**config.mk**
```make
export PLATFORM = sky130hd
export DESIGN_NAME = shiftin_rx
export DESIGN_NICKNAME = d
export VERILOG_FILES = /design/src/rtl/shiftin_rx_pkg.sv /design/src/rtl/shiftin_rx_sync_edge.sv /design/src/rtl/shiftin_rx.sv
export SDC_FILE = /design/constraint.sdc
export NUM_CORES = 1
export LEC_CHECK = 0
export ABC_CLOCK_PERIOD_IN_PS = 1600
export CORE_UTILIZATION = 45
export DETAILED_ROUTE_END_ITERATION = 16
export GPL_TIMING_DRIVEN = 1
export PLACE_DENSITY_LB_ADDON = 0.05
export SYNTH_ARGS = -nofsm -noshare
export SYNTH_HDL_FRONTEND = slang
export SYNTH_SLANG_ARGS = --single-unit
```
**constraint.sdc**
```tcl
create_clock -name clk_i -period 1.6 [get_ports clk_i]
set_input_delay 0.48 -clock clk_i [delete_from_list [all_inputs] [get_ports clk_i]]
set_output_delay 0.48 -clock clk_i [all_outputs]
set_load 0.005 [all_outputs]
```
**src/rtl/shiftin_rx_pkg.sv**
```systemverilog
// Shared definitions for the serial shift-register receiver: frame width and
// default synchroniser depth, kept in step with the shiftout transmitter.
package shiftin_rx_pkg;

  localparam int DAC_WORD_WIDTH  = 16;
  localparam int DEF_SYNC_STAGES = 2;

  // Counter must reach WIDTH+1 ("too many bits") without wrapping.
  function automatic int cnt_width(input int width);
    return $clog2(width + 2);
  endfunction

endpackage

```
**src/rtl/shiftin_rx_sync_edge.sv**
```systemverilog
// Multi-flop synchroniser for one asynchronous line, with a rising-edge strobe
// taken from one extra flop after the chain.
module sync_edge #(
  parameter int STAGES = 2
) (
  input  logic clk_i,
  input  logic reset_ni,
  input  logic d_i,
  output logic q_o,
  output logic rise_o
);

  logic [STAGES-1:0] sync_q;
  logic              prev_q;

  always_ff @(posedge clk_i or negedge reset_ni) begin
    if (!reset_ni) begin
      sync_q <= '0;
      prev_q <= 1'b0;
    end else begin
      sync_q <= {sync_q[STAGES-2:0], d_i};
      prev_q <= sync_q[STAGES-1];
    end
  end

  assign q_o    = sync_q[STAGES-1];
  assign rise_o = sync_q[STAGES-1] & ~prev_q;

endmodule

```
**src/rtl/shiftin_rx.sv**
```systemverilog
// Receiver for the ser/sclk/lclk shift-register protocol: assembles WIDTH-bit
// words MSB first and presents each on the lclk latch edge, flagging bad frames.
module shiftin_rx
  import shiftin_rx_pkg::*;
#(
  parameter int WIDTH       = DAC_WORD_WIDTH,
  parameter int SYNC_STAGES = DEF_SYNC_STAGES
) (
  input  logic             clk_i,
  input  logic             reset_ni,
  input  logic             ser_i,
  input  logic             sclk_i,
  input  logic             lclk_i,
  output logic [WIDTH-1:0] data_o,
  output logic             data_rdy_o,
  output logic             frame_err_o
);

  localparam int            CW       = cnt_width(WIDTH);
  localparam logic [CW-1:0] CNT_FULL = CW'(WIDTH);
  localparam logic [CW-1:0] CNT_MAX  = CW'(WIDTH + 1);

  // Asynchronous assertion, deassertion released on clk_i.
  logic [1:0] rst_sync_q;
  logic       rst_n;

  always_ff @(posedge clk_i or negedge reset_ni) begin
    if (!reset_ni) rst_sync_q <= 2'b00;
    else           rst_sync_q <= {rst_sync_q[0], 1'b1};
  end

  assign rst_n = rst_sync_q[1];

  logic ser_sync, ser_rise;
  logic sclk_lvl, sclk_rise;
  logic lclk_lvl, lclk_rise;

  sync_edge #(.STAGES(SYNC_STAGES)) u_ser  (.clk_i(clk_i), .reset_ni(rst_n), .d_i(ser_i),
                                            .q_o(ser_sync), .rise_o(ser_rise));
  sync_edge #(.STAGES(SYNC_STAGES)) u_sclk (.clk_i(clk_i), .reset_ni(rst_n), .d_i(sclk_i),
                                            .q_o(sclk_lvl), .rise_o(sclk_rise));
  sync_edge #(.STAGES(SYNC_STAGES)) u_lclk (.clk_i(clk_i), .reset_ni(rst_n), .d_i(lclk_i),
                                            .q_o(lclk_lvl), .rise_o(lclk_rise));

  logic unused_sigs;
  assign unused_sigs = ^{ser_rise, sclk_lvl, lclk_lvl};

  logic [WIDTH-1:0] shreg_q, shreg_d;
  logic [CW-1:0]    cnt_q, cnt_d;
  logic [WIDTH-1:0] data_q, data_d;
  logic             rdy_q, rdy_d;
  logic             err_q, err_d;

  // The shift is evaluated first so a coincident latch sees the new bit.
  always_comb begin
    shreg_d = shreg_q;
    cnt_d   = cnt_q;
    data_d  = data_q;
    rdy_d   = 1'b0;
    err_d   = 1'b0;
    if (sclk_rise) begin
      shreg_d = {shreg_q[WIDTH-2:0], ser_sync};
      if (cnt_q != CNT_MAX) cnt_d = cnt_q + 1'b1;
    end
    if (lclk_rise) begin
      if (cnt_d == CNT_FULL) begin
        data_d = shreg_d;
        rdy_d  = 1'b1;
      end else begin
        err_d  = 1'b1;
      end
      cnt_d = '0;
    end
  end

  always_ff @(posedge clk_i or negedge rst_n) begin
    if (!rst_n) begin
      shreg_q <= '0;
      cnt_q   <= '0;
      data_q  <= '0;
      rdy_q   <= 1'b0;
      err_q   <= 1'b0;
    end else begin
      shreg_q <= shreg_d;
      cnt_q   <= cnt_d;
      data_q  <= data_d;
      rdy_q   <= rdy_d;
      err_q   <= err_d;
    end
  end

  assign data_o      = data_q;
  assign data_rdy_o  = rdy_q;
  assign frame_err_o = err_q;

endmodule

```
==> impl_metrics.py <==
metrics = {
    "worst_setup_path": {
        "cp-end-kind": "flop",
        "cp_max_fo": 7,
        "arrival_ps": 2070,
        "crit_required_ps": 1790,
        "cp-start-kind": "flop",
        "path_class": "flop to flop",
    },
    "timing": {
        "slew_viol_final": 0,
        "hold_violations": 0,
        "hold_slack_ps": 240.9,
        "fmax_ghz": 0.5302,
        "fin_ws_ps": -286.0,
        "fin_crit_ps": 1886,
        "grt_setup_unrepaired": "yes",
        "worst_pin_slew_ps": 504.6,
        "fin_skew_ps": 6.431,
        "setup_viol": 17,
        "max-slew-margin-rel_pct": 66.36,
        "final.period_utilization_pct": 117.9,
    },
    "status": {
        "failed_checks": "negative setup slack",
        "outcome": "finished with violations",
    },
    "yosys": {
        "synthTopCellsByArea": "dfrtp_1 63%, mux2_2 13%, mux2_4 6.9%",
        "synth_top_area_cell": "dfrtp_1",
        "yosys.area.top_type_share_pct": 62.58,
        "synth_common_cells": "49 x dfrtp_1, 23 x mux2_2, 9 x mux2_4, 5 x nor2_1, 3 x xor2_1",
        "syn_area_mm2": 0.001959,
        "synth.avg_cell_area_um2": 15.68,
        "synth_edf_count": 0,
        "async_reset_ff_share_pct": 100.0,
        "ys_ff_latch": 49,
        "netlist_instances": 125,
        "ys.flop_type": "dfrtp_1",
        "synth_most_common_cell": "dfrtp_1",
        "ys_seq_area_share_pct": 62.58,
        "synthesis.yosys.warnings": 0,
        "ys_types": 32,
        "synth_fp_nets": 132,
    },
    "clock_network": {
        "htree_levels": 2,
        "cts_max_path_buffers": 2,
        "worstSkewPairLatency_ps": 300,
        "cts_buffers": 5,
        "clk_pin_slew_worst_paths_ps": 90,
        "root_buffer": "clkbuf_8",
        "cts_tree": "done",
        "cts.sinks": 49,
    },
    "cells_and_area": {
        "final_nets": 180,
        "area_growth_pct": 30.01,
        "drive_gt1_share_pct": 43.68,
        "antenna_cells": 0,
        "fin_cells": 224,
    },
    "global_routing": {
        "grt_pass1_wl_um": 5526,
        "overflow": 0,
        "grt_max_degree": 26,
        "antenna_found_initial": 0,
        "grt_usage_pct": 16.73,
        "grt_pass1_vias": 1120,
    },
    "detailed_routing": {
        "wl_per_cell_um": 14.45,
        "drt-initial-drc-count": 19,
        "dr.pass1.iters": 4,
        "num_vias": 1113,
        "routed_wl_um": 3236,
        "drtAntennaViolNets": 0,
        "vias_per_cell": 4.969,
        "drc": 0,
    },
    "floorplan": {
        "num_rows": 23,
        "design.die.area_mm2": 0.004622,
        "start_util_pct": 47.95,
        "die-width_um": 67.99,
        "io_pins": 23,
        "core_area_mm2": 0.004086,
        "fp.dieH_um": 67.99,
    },
    "flow_run": {
        "maxCapViolCount": 0,
    },
    "place": {
        "placed_cells": 209,
        "gp_congestion": 0.7891,
        "dp_hpwl_um": 2211,
        "port_buffers": 22,
    },
    "power": {
        "total_power_mw": 2.743,
        "power_density_mw_per_mm2": 1077,
        "p_leak_nw": 1.344,
        "irDropWorstVdd_v": 0.0005513,
    },
    "min_path": {
        "hold_path.class": "flop to asynchronous set/reset pin",
    },
}
area by class of cell:
type                            count  area, um^2
Clock buffer                        6       82.58
Clock inverter                      2       13.76
Fill cell                         326        1539
Inverter                            2       7.507
Multi-Input combinational cell     68       744.5
Sequential cell                    49        1227
Tap cell                           50       62.56
Timing Repair Buffer               47       409.1
worst max-delay path, stage by stage, from the launching register on:
cell      delay (ps)
dfrtp_1          430
ha_4             250
and3b_1          160
nand4_1          120
o41ai_4          120
o211ai_4         200
buf_6            180
mux2_4           310
per-layer routing:
metal | up-vias | share of wire [%] | GRT usage (%)
li1 | 526 | - | -
met2 | 20 | 47 | 24.88
met3 | 5 | 3.5 | 5.667
met4 | 0 | 1.1 | 5.469
met5 | - | 0 | 0
met1 | 562 | 48 | 22.90
kinds of logic (layout without fill, tap and decap cells):
family	Yosys count	after routing	synth area share [%]
other	1	1	0.1914
flip-flops	49	49	62.58
AND/OR/NAND/NOR	19	19	6.449
buffers and inverters	8	57	2.426
adder cells (fa/ha/maj)	2	2	1.277
AO/OA/AOI/OAI	10	10	5.172
multiplexers	32	32	20.12
XOR/XNOR	4	4	1.788
registers in the layout, summed over array words and instances, names as in the netlist:
name and flops:
cnt_q 5, data_o 16, data_rdy_o 1, frame_err_o 1, rst_sync_q 2, shreg_q 16, u_lclk.prev_q 1, u_lclk.sync_q 2
u_sclk.prev_q 1, u_sclk.sync_q 2, u_ser.sync_q 2
layout by cell type, fill, tap and decap left out, types with 2 or more instances in the layout:
cell             Yosys  final
clkdlybuf4s50_1      0      4
mux2_2              23     16
nand4_1              2      2
dlygate4sd2_1        0     18
buf_6                2      3
nor3b_1              2      2
nor2_1               5      5
dfrtp_1             49     48
xor2_1               3      3
clkbuf_8             0      6
mux2_4               9     16
nor2b_4              2      2
and2_1               2      2
buf_4                0     21
metrics by stage:
stage | area, um^2 | util [%] | setup TNS [ps] | setup WS [ps]
CTS | 2539 | 62.12 | -4776 | -309.7
global placement | 2351 | 57.53 | -4223 | -274.4
finish | 2547 | 62.34 | -4402 | -286.0
detailed placement | 2351 | 57.53 | -5057 | -328.9
global route | 2547 | 62.34 | -5758 | -363.8
floorplan | 1959 | - | -5684 | -408.9
timing repair:
item                                    CTS  global route
buffers inserted                          7             0
endpoints found under the setup margin   36            19
cloned                                    0             0
hold buffers                              0             0
pin swaps                                 4             2
resized for setup                        32             2
power by group:
group          leakage [nW]  switching [mW]  internal, mW
clock network        0.0512           0.399         0.351
registers             0.632           0.110          1.43
logic                 0.660           0.192         0.263
total                  1.34           0.700          2.04
path summary, 6_finish.rpt:
check	to	startpoint	slack [ps]	cells after the start
worst max-delay path	data_o[2]	cnt_q[0]	-290	7
worst min-delay path	data_o[5]	rst_sync_q[1]	240	0
worst max register to register	data_o[2]	cnt_q[0]	-290	7
worst min register to register	data_o[5]	rst_sync_q[1]	240	0
max in group asynchronous	frame_err_o	rst_sync_q[1]	850	1
min in group clk_i	u_ser.sync_q[1]	u_ser.sync_q[0]	360	0
(Power assumes the default switching activity.)
==> patch 1, RTL diff (same flow settings) <==
Remove the register `err_q`: a continuous assignment takes its place, so the output `frame_err_o` follows one clock earlier.
--- a/src/rtl/shiftin_rx.sv
+++ b/src/rtl/shiftin_rx.sv
@@ -79,15 +79,15 @@
       cnt_q   <= '0;
       data_q  <= '0;
       rdy_q   <= 1'b0;
-      err_q   <= 1'b0;
     end else begin
       shreg_q <= shreg_d;
       cnt_q   <= cnt_d;
       data_q  <= data_d;
       rdy_q   <= rdy_d;
-      err_q   <= err_d;
     end
   end
+
+  assign err_q = err_d;
 
   assign data_o      = data_q;
   assign data_rdy_o  = rdy_q;
Check against the original RTL: not equivalent (Yosys sat finds a counterexample within 10 cycles, from zero or initial values and one cycle with reset_ni low).
==> patch 1 against the original RTL <==
- the run still ends with setup timing left
- area after synthesis shrank 1.3%
- setup slack lost 330 ps
- final area grew 5.1%
- power grew 10%
- wire length grew 2.9%
- sequential cell count shrank 1
- maximum frequency shrank 15%
- largest power group unchanged
- highest routed layer unchanged
==> patch 1: results <==
[drt]
routed-wl-met3_um = 108
routed_wl_mm = 3.33
viasPerCell = 4.90
dr.first_iter.drc_count = 44
drt-met1-wl_mm = 1.57
wl_met2_mm = 1.61

[finish]
nets = 188
fillers = 296
finalNonFillerCells = 232

[global_route]
grt_usage = 0.172
grt_pass1_vias = 1129
grt_max_degree = 22
use_met1 = 0.230
met3_usage = 0.0456
grt_pass1_wl_mm = 5.56

[place]
gp_congestion = 0.826
pre_cts_ws_ps = -692
dpl_cell_area_um2 = 2400
dpl.cell_count = 213
dp_hpwl_mm = 2.18

[synthesis]
synthesis.nets = 131
avgSynthCellArea_um2 = 15.6
synthTopCellsByCount = dfrtp_1, mux2_2, mux2_4
synth.area.top_cells = dfrtp_1, mux2_2, mux2_4
seq_area_frac_synth = 0.621

[timing]
setup_viol = 18
setup_ws_ps = -620
tns_ps = -8430
finClkSkew_ps = 12.4

[run_status]
status = finished, violations left
violations = setup timing

[power_and_ir_drop]
p_leak_nw = 1.41
vdd_ir_drop_max_mv = 0.747

[critical_path]
critPathMaxFanout = 5
crit_path_top_delay_cell = dfrtp_2
rr_startpoint = cnt_q[1]

[clocking]
cts_setup_buffers = 9
clk_pin_slew_worst_paths_ps = 90
cts_resized = 30
[patch 1: cell types whose count changed in the layout (fill, tap and decap cells not counted), moves of 2 or more]
| cell | unedited run | this run |
|---|---|---|
| dfrtp_1 | 48 | 45 |
| dfrtp_2 | 1 | 3 |
| buf_6 | 3 | 0 |
| buf_4 | 21 | 29 |
| buf_12 | 1 | 3 |
| bufinv_16 | 0 | 2 |
[patch 1: report_power, final]
part	internal, mW	total [mW]	switching [mW]
sequential	1.40	1.51	0.105
combinational	0.288	0.489	0.201
clock	0.629	1.03	0.397
[patch 1: cells by family after synthesis]
family,synth area share
compound gates,0.0524
xor+xnor,0.0181
fa+ha+maj,0.0129
buf+inv,0.0246
flops,0.621
mux,0.204
other cells,0.00194
simple gates,0.0653
[patch 1: path summary, 6_finish.rpt]
kind / endpoint / slack [ps] / depth (start not counted)
max: frame_err_o / -620 / 8
min: data_o[7] / 190 / 0
max reg2reg: data_o[11] / -490 / 10
min reg2reg: data_o[7] / 190 / 0
max in group asynchronous: cnt_q[2] / 920 / 1
min in group clk_i: u_lclk.sync_q[1] / 360 / 0
[patch 1: critical path, delay by kind of cell, from the launching register on]
family | cells | cell delay, ps
compound gates | 3 | 310
fa+ha+maj | 1 | 200
buf+inv | 2 | 270
flops | 1 | 430
simple gates | 2 | 230
[patch 1: area by class of cell]
class / count / area (um2) / area share
inverters: 2 / 7.51 / 0.00280
multi-input cells: 68 / 741 / 0.277
clock buffers: 5 / 68.8 / 0.0257
well taps: 50 / 62.6 / 0.0234
flip-flops and latches: 48 / 1200 / 0.450
repair buffers: 56 / 524 / 0.196
clock inverters: 3 / 68.8 / 0.0257
==> patch 2, RTL diff (same settings) <==
Made on the original files. `DEF_SYNC_STAGES`: 2 -> 4.
--- a/src/rtl/shiftin_rx_pkg.sv
+++ b/src/rtl/shiftin_rx_pkg.sv
@@ -3,7 +3,7 @@
 package shiftin_rx_pkg;
 
   localparam int DAC_WORD_WIDTH  = 16;
-  localparam int DEF_SYNC_STAGES = 2;
+  localparam int DEF_SYNC_STAGES = 4;
 
   // Counter must reach WIDTH+1 ("too many bits") without wrapping.
   function automatic int cnt_width(input int width);
Formal check against the unedited RTL: not equivalent (Yosys sat finds a counterexample within 10 cycles, from zero or initial values and one cycle with reset_ni low).
==> patch 2 against the original RTL <==
- the flow finishes with violations (DRC, setup timing)
- maximum frequency decreased by 4.5%
- count of clock-buffer cells in the layout is the same
- sequential cell count is 6 higher
- final area up 3.4%
- setup slack worse by 89 ps
- wire length shrank 0.49%
- power up 11%
- area after synthesis grew 7.7%
- hold slack better by 7.8 ps
- non-clock buffer count shrank 5
==> patch 2: results <==
[run_status]
status = finished, violations left
violations = DRC, setup timing

[synthesis]
synthesis.instances = 131
seq_area_frac_synth = 0.652
synthTopCellsByCount = dfrtp_1, mux2_2, mux2_4
synth.area.top_cells = dfrtp_1, mux2_2, mux2_4

[finish]
fillers = 365
drive_above_1_share = 0.389
nets = 181

[critical_path]
crit_arrival_ps = 2170

[drt]
vias = 1125
dr.first_iter.drc_count = 74
first_pass_iters = 11
viasPerCell = 4.96
drc = 4

[place]
dp_hpwl_mm = 2.05
pre_cts_ws_ps = -335
dpl.cell_count = 212
gp_congestion = 0.864

[global_route]
grt_max_degree = 54
grt_pass1_vias = 1168
grt_usage = 0.150

[timing]
setup_viol = 18
tns_ps = -5820
setup_ws_ps = -375
finClkSkew_ps = 6.46

[power_and_ir_drop]
p_leak_nw = 1.39
vdd_ir_drop_max_mv = 0.696
[patch 2: cell types whose count changed after synthesis]
cell / change
dfrtp_1: +6
[patch 2: worst min path at each step]
| stage | startpoint | end | slack (ps) | depth (start not counted) |
|---|---|---|---|---|
| detailed placement | rst_sync_q[1] | data_o[6] | 260 | 1 |
| floorplan | reset_ni | rst_sync_q[0] | 180 | 0 |
| global placement | rst_sync_q[1] | data_o[5] | 260 | 1 |
| global route | rst_sync_q[1] | shreg_q[6] | 290 | 1 |
| CTS | rst_sync_q[1] | data_o[6] | 270 | 1 |
| finish | rst_sync_q[1] | data_o[6] | 250 | 1 |
[patch 2: cells by family after synthesis]
| group | synth area share |
|---|---|
| AOI/OAI and AO/OA | 0.0480 |
| xor gates and xnor gates | 0.0166 |
| adders and majority gates | 0.0119 |
| buffers and inverters | 0.0225 |
| DFF | 0.652 |
| muxes | 0.187 |
| other | 0.00178 |
| and+or+nand+nor | 0.0599 |
[patch 2: metrics by stage]
stage | hold WS [ps] | cell area (um2) | power (mW)
after floorplan | 184 | 2110 | 1.98
after global placement | 259 | 2480 | 2.10
after detailed placement | 264 | 2480 | 2.13
after CTS | 273 | 2630 | 3.07
after global routing | 289 | 2630 | 3.20
final | 249 | 2630 | 3.04
[patch 2: per-layer routing]
metal,share of wire,track usage,vias to the layer above
met5,0,0,-
met4,0.025,0.0748,0
met3,0.035,0.0418,6
met2,0.46,0.221,22
met1,0.48,0.203,562
li1,-,-,535
[patch 2: repair_timing]
| action | CTS | global route |
|---|---|---|
| setup endpoints to repair | 36 | 19 |
| gates resized for setup | 17 | 2 |
| buffers inserted | 7 | 0 |
| cloned | 0 | 0 |
| pin swaps | 0 | 0 |
[patch 2: final cells by class]
class	count	share of cell area
sequential	55	0.523
multi-input combinational	68	0.262
timing repair buffer	42	0.143
clock buffer	6	0.0314
tap	52	0.0247
clock inverter	2	0.0133
inverter	2	0.00285
[patch 2: power by group]
group / total, mW / internal, mW / leakage (nW) / switching (mW)
combinational: 0.431 / 0.237 / 0.625 / 0.193
sequential: 1.67 / 1.58 / 0.703 / 0.0878
clock: 0.937 / 0.507 / 0.0612 / 0.430
total: 3.04 / 2.32 / 1.39 / 0.711
[patch 2: worst max-delay path: stages, from the launching register on]
cell and delay, ps:
dfrtp_1 400, ha_1 310, and3b_1 210, nand4_1 110, o41ai_2 110, o211ai_4 190, buf_12 190, mux2_2 340
